[config.mk]
export PLATFORM = sky130hd
export DESIGN_NAME = down_count_timer
export DESIGN_NICKNAME = d
export VERILOG_FILES = /design/src/rtl/down_count_timer.sv
export SDC_FILE = /design/constraint.sdc
export NUM_CORES = 1
export LEC_CHECK = 0
export CORE_AREA = 5 5 42 44
export CTS_BUF_LIST = sky130_fd_sc_hd__clkbuf_4 sky130_fd_sc_hd__clkbuf_8 sky130_fd_sc_hd__clkbuf_16
export DETAILED_ROUTE_END_ITERATION = 12
export DIE_AREA = 0 0 47 49
export PLACE_DENSITY = 0.54
export SLEW_MARGIN = 20
export SYNTH_ARGS = -nofsm -noshare
export SYNTH_HDL_FRONTEND = slang
export SYNTH_SLANG_ARGS = --single-unit
[constraint.sdc]
create_clock -name clk -period 2 [get_ports clk]
set_input_delay 0.2 -clock clk [delete_from_list [all_inputs] [get_ports clk]]
set_output_delay 0.2 -clock clk [all_outputs]
set_load 0.005 [all_outputs]
[src/rtl/down_count_timer.sv]
// Loadable down counter with terminal-count pulse, used as a delay/timeout timer.
// Optional periodic reload build: define DOWN_COUNT_TIMER_AUTO_RELOAD_EN.
module down_count_timer #(
   parameter int unsigned WIDTH = 4
) (
   input  logic             clk,
   input  logic             reset,
   input  logic             load,
   input  logic [WIDTH-1:0] load_val,
   input  logic             en,
   output logic [WIDTH-1:0] count,
   output logic             busy,
   output logic             zero,
   output logic             tc
);

   typedef enum logic {
      IDLE = 1'b0,
      RUN  = 1'b1
   } state_t;

   state_t state;

`ifdef DOWN_COUNT_TIMER_AUTO_RELOAD_EN
   logic [WIDTH-1:0] reload_reg;
`endif

   // State, count, busy and tc all advance together; load has priority over counting.
   always_ff @(posedge clk or posedge reset) begin
      if (reset) begin
         state <= IDLE;
         count <= '0;
         busy  <= 1'b0;
         tc    <= 1'b0;
`ifdef DOWN_COUNT_TIMER_AUTO_RELOAD_EN
         reload_reg <= '0;
`endif
      end else begin
         tc <= 1'b0;
         if (load) begin
            count <= load_val;
`ifdef DOWN_COUNT_TIMER_AUTO_RELOAD_EN
            reload_reg <= load_val;
`endif
            if (load_val != '0) begin
               state <= RUN;
               busy  <= 1'b1;
            end else begin
               state <= IDLE;
               busy  <= 1'b0;
            end
         end else begin
            case (state)
               RUN: begin
                  if (en) begin
                     if (count == WIDTH'(1)) begin
                        tc <= 1'b1;
`ifdef DOWN_COUNT_TIMER_AUTO_RELOAD_EN
                        count <= reload_reg;
`else
                        // One-shot: settle at zero and stop; never wraps.
                        count <= '0;
                        state <= IDLE;
                        busy  <= 1'b0;
`endif
                     end else begin
                        count <= count - WIDTH'(1);
                     end
                  end
               end
               default: begin
                  state <= IDLE;
                  busy  <= 1'b0;
               end
            endcase
         end
      end
   end

   assign zero = (count == '0);

endmodule
# Word-level counts from Yosys, hierarchy flattened
# Cells that the tools add are included.
[totals] elab_cells=31 ff_bits=7 output_inout_bits=7 in_bits=8
[classes] addsub=1 n_eq_ne=3 reduce_logical=6 mux=17
[op_table] operator="$mux W4" n=4
[op_table] operator="$mux W1" n=13
[op_table] operator="$eq A4 B1 Y1 const B" n=1
[op_table] operator="$logic_not A4 Y1" n=1
[op_table] operator="$reduce_and A2 Y1" n=2
[op_table] operator="$reduce_bool A2 Y1" n=2
[op_table] operator="$reduce_bool A4 Y1" n=1
[op_table] operator="$sub A4 B1 Y4 const B" n=1
[op_table] operator="$ne A3 B2 Y1 const B" n=1
[op_table] operator="$ne A3 B3 Y1 const B" n=1

# Depth between registers and ports, before layout
# Gate-level depths: netlist of run 1.
[logic_depth] depth_word=5 ltp_mapped=5 ltp_nobuf=5

# Worst setup path before layout of run 1
# No wires, ideal clock.
[synth_path] kind="register to register" from="register count[1]" to="register count[3]" n_path_buf=0 slack_ns=0.619 path_stages_with_launch=4 setup_time_ns=0.082 t_arrival_ns=1.299 period_less_slack_ns=1.381 required_time_ns=1.918 path_cell_list="dfrtp_1 -> or3_1 -> or4_1 -> a31oi_1"
[synth_via] elab_chain_len=5 elab_cells_between_ends=6 classes_between="1 x add/sub; 1 x eq/ne; 4 x mux"
[synth_lines] item="start, declared" line_no="11" text="output logic [WIDTH-1:0] count,"
[synth_lines] item="start signal, assigned" line_no="41" text="count <= load_val;"
[synth_lines] item="start signal, assigned" line_no="67" text="count <= count - WIDTH'(1);"
[synth_lines] item="$sub A4 B1 Y4 / $eq A4 B1 Y1 (equally long branches)" line_no="67, 56"
[synth_lines] item="$mux W4 *" line_no="56" text="if (count == WIDTH'(1)) begin"
[synth_lines] item="$mux W4 *" line_no="55" text="if (en) begin"
[synth_lines] item="$mux W4 *" line_no="53" text="case (state)"
[synth_lines] item="$mux W4 *" line_no="40" text="if (load) begin"
# Mark *: on every way between the ends. The rest lies on a longest branch, timed or not. The select of a mux whose other input is x is not followed.
# A chain may end at the register's enable or synchronous reset.

# Worst setup path after layout of run 1
[layout_path] from="register count[2]" to="output zero"
[layout_via] elab_chain_len=1
[layout_lines] item="$logic_not A4 Y1" line_no="80" text="assign zero = (count == '0);"
[layout_lines] item="end, declared" line_no="13" text="output logic zero,"
# Every way passes these cells.

==> results of run 1 <==
through the flow:
stage                     power [µW]  hold WS [ps]
after floorplan                  213          3.40
after global placement           269           457
after detailed placement         269           458
after CTS                        414           201
after global routing             436           220
final                            413           175
sequential cells by signal, summed over array words and instances, names as in the netlist:
| register | flops |
|---|---|
| busy | 1 |
| tc | 1 |
| state | 1 |
| count | 4 |
routing by layer:
layer,up-vias,part of all wire [%]
met3,4,11
met2,22,41
met5,-,0
met4,0,2.4
li1,180,-
met1,182,45
power by group:
group,leakage (µW),internal (µW),switching [µW]
clock network,0.0000184,90.0,57.6
logic,0.000154,54.3,41.0
registers,0.0000826,155,14.7
layout by cell type, fill, tap and decap left out:
cell,count
sky130_fd_sc_hd__or4_1,1
sky130_fd_sc_hd__inv_1,5
sky130_fd_sc_hd__clkbuf_4,4
sky130_fd_sc_hd__ha_1,3
sky130_fd_sc_hd__a31oi_1,1
sky130_fd_sc_hd__dfrtp_1,7
sky130_fd_sc_hd__and3_1,1
sky130_fd_sc_hd__a21o_1,1
sky130_fd_sc_hd__o41ai_1,1
sky130_fd_sc_hd__a2bb2oi_1,1
sky130_fd_sc_hd__a21oi_1,2
sky130_fd_sc_hd__xnor2_1,1
sky130_fd_sc_hd__a211o_1,1
sky130_fd_sc_hd__a311oi_1,1
sky130_fd_sc_hd__nor2_1,2
sky130_fd_sc_hd__nand2_1,4
sky130_fd_sc_hd__o31ai_1,1
sky130_fd_sc_hd__and2_1,1
sky130_fd_sc_hd__nand3_1,1
sky130_fd_sc_hd__o21ai_0,3
sky130_fd_sc_hd__nor3_1,1
sky130_fd_sc_hd__clkdlybuf4s50_1,14
sky130_fd_sc_hd__or3_1,1
final timing paths:
kind | cells after the start | start | slack (ps) | endpoint
max in group asynchronous | 2 | reset | 1600 | state
hold reg to reg | 2 | busy | 530 | busy
hold / removal | 2 | reset | 170 | count[1]
setup reg to reg | 4 | count[1] | 530 | count[3]
setup / recovery | 3 | count[2] | 240 | zero
min in group clk | 2 | busy | 530 | busy
cells by family after synthesis:
family	share of synthesized area, %
AOI/OAI and AO/OA	21.2
adders and majority gates	9.77
and+or+nand+nor	15.3
buffers and inverters	5.86
xor gates and xnor gates	2.28
DFF	45.6
Yosys cell counts (2+ instances only):
| cell type | number | area share [%] |
|---|---|---|
| sky130_fd_sc_hd__dfrtp_1 | 7 | 46 |
| sky130_fd_sc_hd__inv_1 | 5 | 4.9 |
| sky130_fd_sc_hd__ha_1 | 3 | 9.8 |
| sky130_fd_sc_hd__nor2_1 | 2 | 2.0 |
| sky130_fd_sc_hd__o21ai_0 | 3 | 3.9 |
| sky130_fd_sc_hd__nand2_1 | 4 | 3.9 |
| sky130_fd_sc_hd__a21oi_1 | 2 | 2.6 |
layout make-up:
class	instances	area (µm²)	share of cell area (%)
sequential	7	175	30.7
timing repair buffer	14	140	24.6
tap	16	20.0	3.51
multi-input combinational	28	186	32.7
inverter	5	18.8	3.29
clock buffer	4	30.0	5.26
==> PnR_summary.wiki, run 1 <==
{| class="wikitable"
! Metric !! Value
|-
| Synthesized net count || 52
|-
| Buffers & Inverters on Critical Path || 1
|-
| Clk pin slew, worst setup/hold paths || 60 ps
|-
| Maximum number of pins on one net before global-route repair || 9
|-
| Average detailed-routed wire length per instance || 12.8 µm
|-
| Grt met1 use || 13.0%
|-
| Fin Clk Skew || 4.95 ps
|-
| Largest fanout on the critical path || 5
|-
| Grt total ovfl || 0
|-
| Flip-flop cell with the highest count after synthesis || sky130_fd_sc_hd__dfrtp_1
|-
| CTS Root Buffer Type || sky130_fd_sc_hd__clkbuf_4
|-
| Cell with the biggest individual delay on the critical path || sky130_fd_sc_hd__clkdlybuf4s50_1
|-
| Cell family with the largest share of critical-path delay || buffers and inverters
|-
| Proportion of layout cells with a drive suffix above 1 || 6.90%
|-
| Worst skew pair latency || 260 ps
|-
| Syn Area/Cell || 9.37 µm²
|-
| Leakage power total || 0.000255 µW
|-
| Via count of the routed design || 388
|-
| Number of hold buffers added after CTS || 0
|-
| Core occupancy in the finished layout || 40.7%
|-
| Final routed wirelength across all metal layers || 950 µm
|-
| Critical setup path kind || flip-flop to primary output
|-
| Setup Slack @ Placement || 416 ps
|-
| Total die area || 2300 µm²
|-
| Sinks on the clock net || 7
|-
| Via count of the first global-routing pass || 327
|-
| Final cell count without fillers || 74
|-
| Port Buffers || 14
|-
| Post-synthesis register bit count || 7
|-
| Sequence of cells on the critical path || nor2_1 > and2_1 > clkdlybuf4s50_1
|-
| Final RePlAce weighted congestion || 0.784
|-
| Number of optimization iterations in the first detailed-route pass || 4
|-
| Post-CTS Setup Repair Bufs || 0
|-
| DR DRC count || 0
|-
| Overall die width || 47 µm
|-
| Max capacitance violation total || 0
|-
| Final number of hold-violating endpoints || 0
|-
| Die Height || 49 µm
|-
| Min Clock Period, post-route || 1760 ps
|-
| Highest Clock Rate || 569 MHz
|-
| Minimum setup slack in the final design || 244 ps
|-
| Drt first-iter violations || 15
|-
| Number of cells produced by synthesis || 41
|-
| Transition at the pin with the smallest max-transition slack || 399 ps
|-
| First-pass GRT wire length || 1520 µm
|-
| Data arrival time of the worst path || 1560 ps
|-
| Hold Path Class || primary input to asynchronous set/reset pin
|-
| Synth-to-Final Area Change || 48.5%
|-
| Setup crit start kind || flip-flop
|-
| Async SR Flop Fraction || 100%
|-
| Gr usage total || 9.35%
|-
| Post-Layout Inst Area || 571 µm²
|-
| Diodes inserted || 0
|-
| Number of synthesized flops with an enable pin || 0
|-
| Global routing's busiest layer || met1
|-
| Buffers from clock root to sink, at most || 2
|-
| Number of rows in the core area || 14
|-
| Setup repair after global routing missed its margin || false
|-
| Worst supply voltage drop on vdd || 0.000362 V
|-
| Number of fill cells in the layout || 157
|-
| Share of synthesized area occupied by flip-flops and latches || 45.6%
|-
| P per Cell Area || 724 nW/µm²
|-
| Max-slew headroom at the worst pin || 73.1%
|-
| Placed Area || 541 µm²
|-
| Core Footprint || 1400 µm²
|-
| Worst path max stage delay || 490 ps
|-
| Data required time of the worst path || 1800 ps
|-
| Post-Route Setup TNS || 0 ps
|-
| Antenna violations before repair || 0
|-
| Tcrit/Tclk final || 87.8%
|-
| Vias per cell || 5.24
|-
| Nets || 70
|-
| Cell variety after synth || 22
|-
| Detailed placement HPWL || 760 µm
|-
| Maximum level of the CTS H-tree || 1
|-
| Antenna violation net count after detailed routing || 0
|-
| I/O pins || 15
|-
| CTS tree || yes
|-
| Number of clock buffers inserted by TritonCTS || 3
|-
| Result of the run || finished, final reports clean
|-
| Placed instance count || 70
|-
| Effective utilization at floorplan || 27.4%
|-
| Synth warnings || 0
|-
| Final max-slew violation count || 0
|-
| Global-route track usage on met3 || 3.69%
|-
| Number of gates resized after cts || 0
|-
| Post-synthesis instance area || 384 µm²
|-
| Final setup violation count || 0
|-
| Endpoint class of the critical path || primary output
|-
| Met2 GRT Util || 11.8%
|}
Power figures use the tool's default switching activity.
==> run 2, diff against run 1 <==
--- a/config.mk
+++ b/config.mk
@@ -9,6 +9,7 @@
 export CTS_BUF_LIST = sky130_fd_sc_hd__clkbuf_4 sky130_fd_sc_hd__clkbuf_8 sky130_fd_sc_hd__clkbuf_16
 export DETAILED_ROUTE_END_ITERATION = 12
 export DIE_AREA = 0 0 47 49
+export GPL_ROUTABILITY_DRIVEN = 0
 export PLACE_DENSITY = 0.54
 export SLEW_MARGIN = 20
 export SYNTH_ARGS = -nofsm -noshare
==> results of run 2 <==
Final layout, timing and power as in run 1 (identical DEF).
==> patch 1 (flow settings as in run 1) <==
Build with the macro `DOWN_COUNT_TIMER_AUTO_RELOAD_EN` defined.
--- a/src/rtl/down_count_timer.sv
+++ b/src/rtl/down_count_timer.sv
@@ -1,5 +1,7 @@
 // Loadable down counter with terminal-count pulse, used as a delay/timeout timer.
 // Optional periodic reload build: define DOWN_COUNT_TIMER_AUTO_RELOAD_EN.
+`define DOWN_COUNT_TIMER_AUTO_RELOAD_EN
+
 module down_count_timer #(
    parameter int unsigned WIDTH = 4
 ) (
Function: changed (Yosys sat finds a counterexample within 4 cycles, from zero or initial values and one cycle with reset high).
==> patch 1 against run 1 <==
- maximum frequency is 2.4% lower
- sequential cell count is 4 higher
- setup slack worse by 0.044 ns
- critical path type unchanged
- register-to-register slack worse by 0.12 ns
- design area is 36% higher
- clock skew is 0.0024 ns lower
- wire length is 37% higher
- highest routed layer unchanged
- power is 37% higher
- critical path depth is 1 higher
- synthesized area is 51% higher
- non-clock buffer count is 1 higher
==> patch 1: results <==
[global_route]
grt_first_pass_wirelength_mm = 2.26
use_met2_pct = 20.4
grt_antenna_before_repair = 0
grt.met3_usage_pct = 2.95
grt_max_degree = 14
use_met1_pct = 16.9
grt_pass1_vias = 515
grt_usage_pct = 13.8

[placed_design]
dp_slack_ns = 0.409
hpwl_mm = 1.03
port_buffers = 14
gp_congestion = 0.773
place_area_um2 = 744

[worst_setup_path]
critPathTopFamily = "buffers and inverters"
slowest_stage = "clkdlybuf4s50_1"
crit_path_max_fanout = 6
cp.arrival_ns = 1.60
slowest_delay_ns = 0.49

[route]
drt_pass1_iterations = 4
totalWireLength_mm = 1.31
viasPerCell = 5.39
met1Wirelength_um = 569
highest_layer = "met4"
wl_met2_um = 611
wl_met3_um = 81
drt_iter0_markers = 5

[finish]
antenna_cells = 0
drive_gt1_share_pct = 10.3
nNetsFinal = 90
nFillCells = 135
syn_to_final_growth_pct = 33.4
finalNonFillerCells = 94

[synthesis]
synthDistinctLibCells = 24
ys_seq_area_share_pct = 47.4
synthXorXnorAreaFrac_pct = 0
synth_nets = 71
synthTopCellsByArea = "dfrtp_1, ha_1, inv_1, nand2_1, o21ai_0"
async_flop_share_pct = 100
synth_compound_area_share_pct = 17.7
yosys-top-cells-count = "dfrtp_1, inv_1, nand2_1"
synthMuxAreaShare_pct = 3.66
synth_adder_area_share_pct = 6.47
netlist_instances = 60

[pwr]
p_total_w = 0.000567
pg_comb_w = 0.000135
switchingPower_w = 0.000157
p_clk_share_pct = 29.2
max-vdd-ir-drop_mv = 0.450
p_leak_nw = 0.351

[worst_hold_path]
hold_path_class = "primary input to async pin"

[clock_network]
cts-htree-levels = 1
cts_buffers = 3
post-cts-setup-buffers = 0
insertion_delay_ns = 0.27
ctsResizeCount = 0
clk_path_buf_depth = 2

[sta]
worst_clock_skew_ns = 0.00253
maxSlewHeadroom_pct = 71.0

[status]
status = "finished, final reports clean"
[patch 1: cell types whose count changed after synthesis, sizes merged, moves of 2 or more]
cell / run 1 / this run
dfrtp: 7 / 11
inv: 5 / 7
nand2: 4 / 7
nand3b: 0 / 2
nor2b: 0 / 2
o211ai: 0 / 3
o21ai: 3 / 8
[patch 1: path summary, 6_finish.rpt]
path	startpoint	to	slack (ns)	depth (start not counted)
hold reg to reg	reload_reg[2]	reload_reg[2]	0.54	1
max in group asynchronous	reset	count[1]	1.47	2
hold / removal	reset	count[0]	0.23	2
min in group clk	reload_reg[2]	reload_reg[2]	0.54	1
setup reg to reg	count[1]	count[1]	0.41	5
setup / recovery	count[0]	zero	0.20	4
[patch 1: cell type report]
cell class | instances | share of cell area, %
clock buffer | 4 | 3.88
inverter | 7 | 3.39
sequential | 11 | 35.5
timing repair buffer | 15 | 19.1
tap | 16 | 2.58
multi-input combinational | 41 | 35.5
==> patch 2 (flow settings as in run 1) <==
Without the edit above. Put a register stage on the output `zero`, with the module's reset. The value now appears one clock later. The other outputs are not delayed to match.
--- a/src/rtl/down_count_timer.sv
+++ b/src/rtl/down_count_timer.sv
@@ -77,6 +77,12 @@
       end
    end
 
-   assign zero = (count == '0);
+   always_ff @(posedge clk or posedge reset) begin
+      if (reset) begin
+         zero <= '0;
+      end else begin
+         zero <= (count == '0);
+      end
+   end
 
 endmodule
Formal check against the unedited RTL: not equivalent (Yosys sat finds a counterexample within 4 cycles, from zero or initial values and one cycle with reset high).
==> patch 2 against run 1 <==
- largest power group unchanged
- largest cell class is now flip-flops and latches
- clock power decreased by 18%
- wire length is 3.1% higher
- combinational power is 14% higher
- setup slack improved by 0.35 ns
- critical path depth fell by 2
- design area increased by 5.3%
- sequential cell count increased by 1
- synthesized area increased by 9.8%
- power increased by 3.2%
==> patch 2: results <==
[status]
status = "finished, final reports clean"

[global_route]
grt_max_degree = 9
grt_pass1_vias = 378
use_met2_pct = 12.0
grt_usage_pct = 10.1
grt.met3_usage_pct = 5.17
grt_first_pass_wirelength_mm = 1.59
use_met1_pct = 12.8

[finish]
regMostFlops = "count"
drive_gt1_share_pct = 10.5
nFillCells = 148
finalNonFillerCells = 73
largest_register_ffs = 4

[worst_setup_path]
cp.arrival_ns = 1.21
r2r-end = "count[2]"
reg2reg_from = "count[0]"
r2r_slack_ns = 0.65
slowest_stage = "clkdlybuf4s50_1"
slowest_delay_ns = 0.53
rr_worst_depth = 5

[pwr]
power.share.combinational_pct = 25.6
switching_share_pct = 27.5
power.share.sequential_pct = 45.8
sequentialPower_w = 0.000195
p_leak_nw = 0.275
max-vdd-ir-drop_mv = 0.340

[route]
totalWireLength_um = 979
met1Wirelength_um = 482
num_vias = 366
wl_met2_um = 402
highest_layer = "met4"
drt_pass1_iterations = 4
wl_met3_um = 70
drt_iter0_markers = 3

[sta]
worst_clock_skew_ns = 0.000841
worstMarginPinSlew_ns = 0.375

[synthesis]
synthXorXnorAreaFrac_pct = 2.08
synthMuxAreaShare_pct = 5.04
yosys-top-cells-count = "dfrtp_1, inv_1, nand2_1"
netlist_instances = 41
synthTopCellsByArea = "dfrtp_1, ha_1, inv_1, nand2_1, mux2_2"
synth_compound_area_share_pct = 17.2
synth_edf_count = 0
synth_adder_area_share_pct = 8.90
async_flop_share_pct = 100
ys_seq_area_share_pct = 47.5

[placed_design]
hpwl_um = 775
dp_slack_ns = 0.460
gp_congestion = 0.692
place_area_um2 = 578

[worst_hold_path]
hold_path_class = "primary input to async pin"

[clock_network]
clk_path_buf_depth = 2
insertion_delay_ns = 0.25
cts-root-buf = "clkbuf_4"
==> patch 2: worst reg2reg max path, cell delays in order (launching register included) <==
cell,delay (ns)
dfrtp_1,0.42
inv_1,0.14
ha_1,0.17
nand3_1,0.08
a211o_1,0.27
a31oi_1,0.18
==> patch 2: through the flow <==
stage	util (%)	hold slack (ns)
floorplan	-	0.0157
global placement	41.3	0.476
detailed placement	41.3	0.479
CTS	42.9	0.200
global route	42.9	0.224
finish	42.9	0.198
==> patch 2: how the worst max path moves through the flow <==
stage,endpoint,slack (ns),cells past startpoint
6_report,count[2],0.59,1
5_1_grt,count[2],0.55,1
4_1_cts,count[2],0.57,1
3_5_place_dp,busy,0.46,3
3_3_place_gp,busy,0.48,3
2_1_floorplan,count[2],0.79,5
==> patch 2: area by class of cell <==
type | count | area share, %
sequential | 8 | 33.3
multi-input combinational | 26 | 32.5
timing repair buffer | 14 | 23.3
clock buffer | 3 | 3.75
inverter | 6 | 3.75
tap | 16 | 3.33
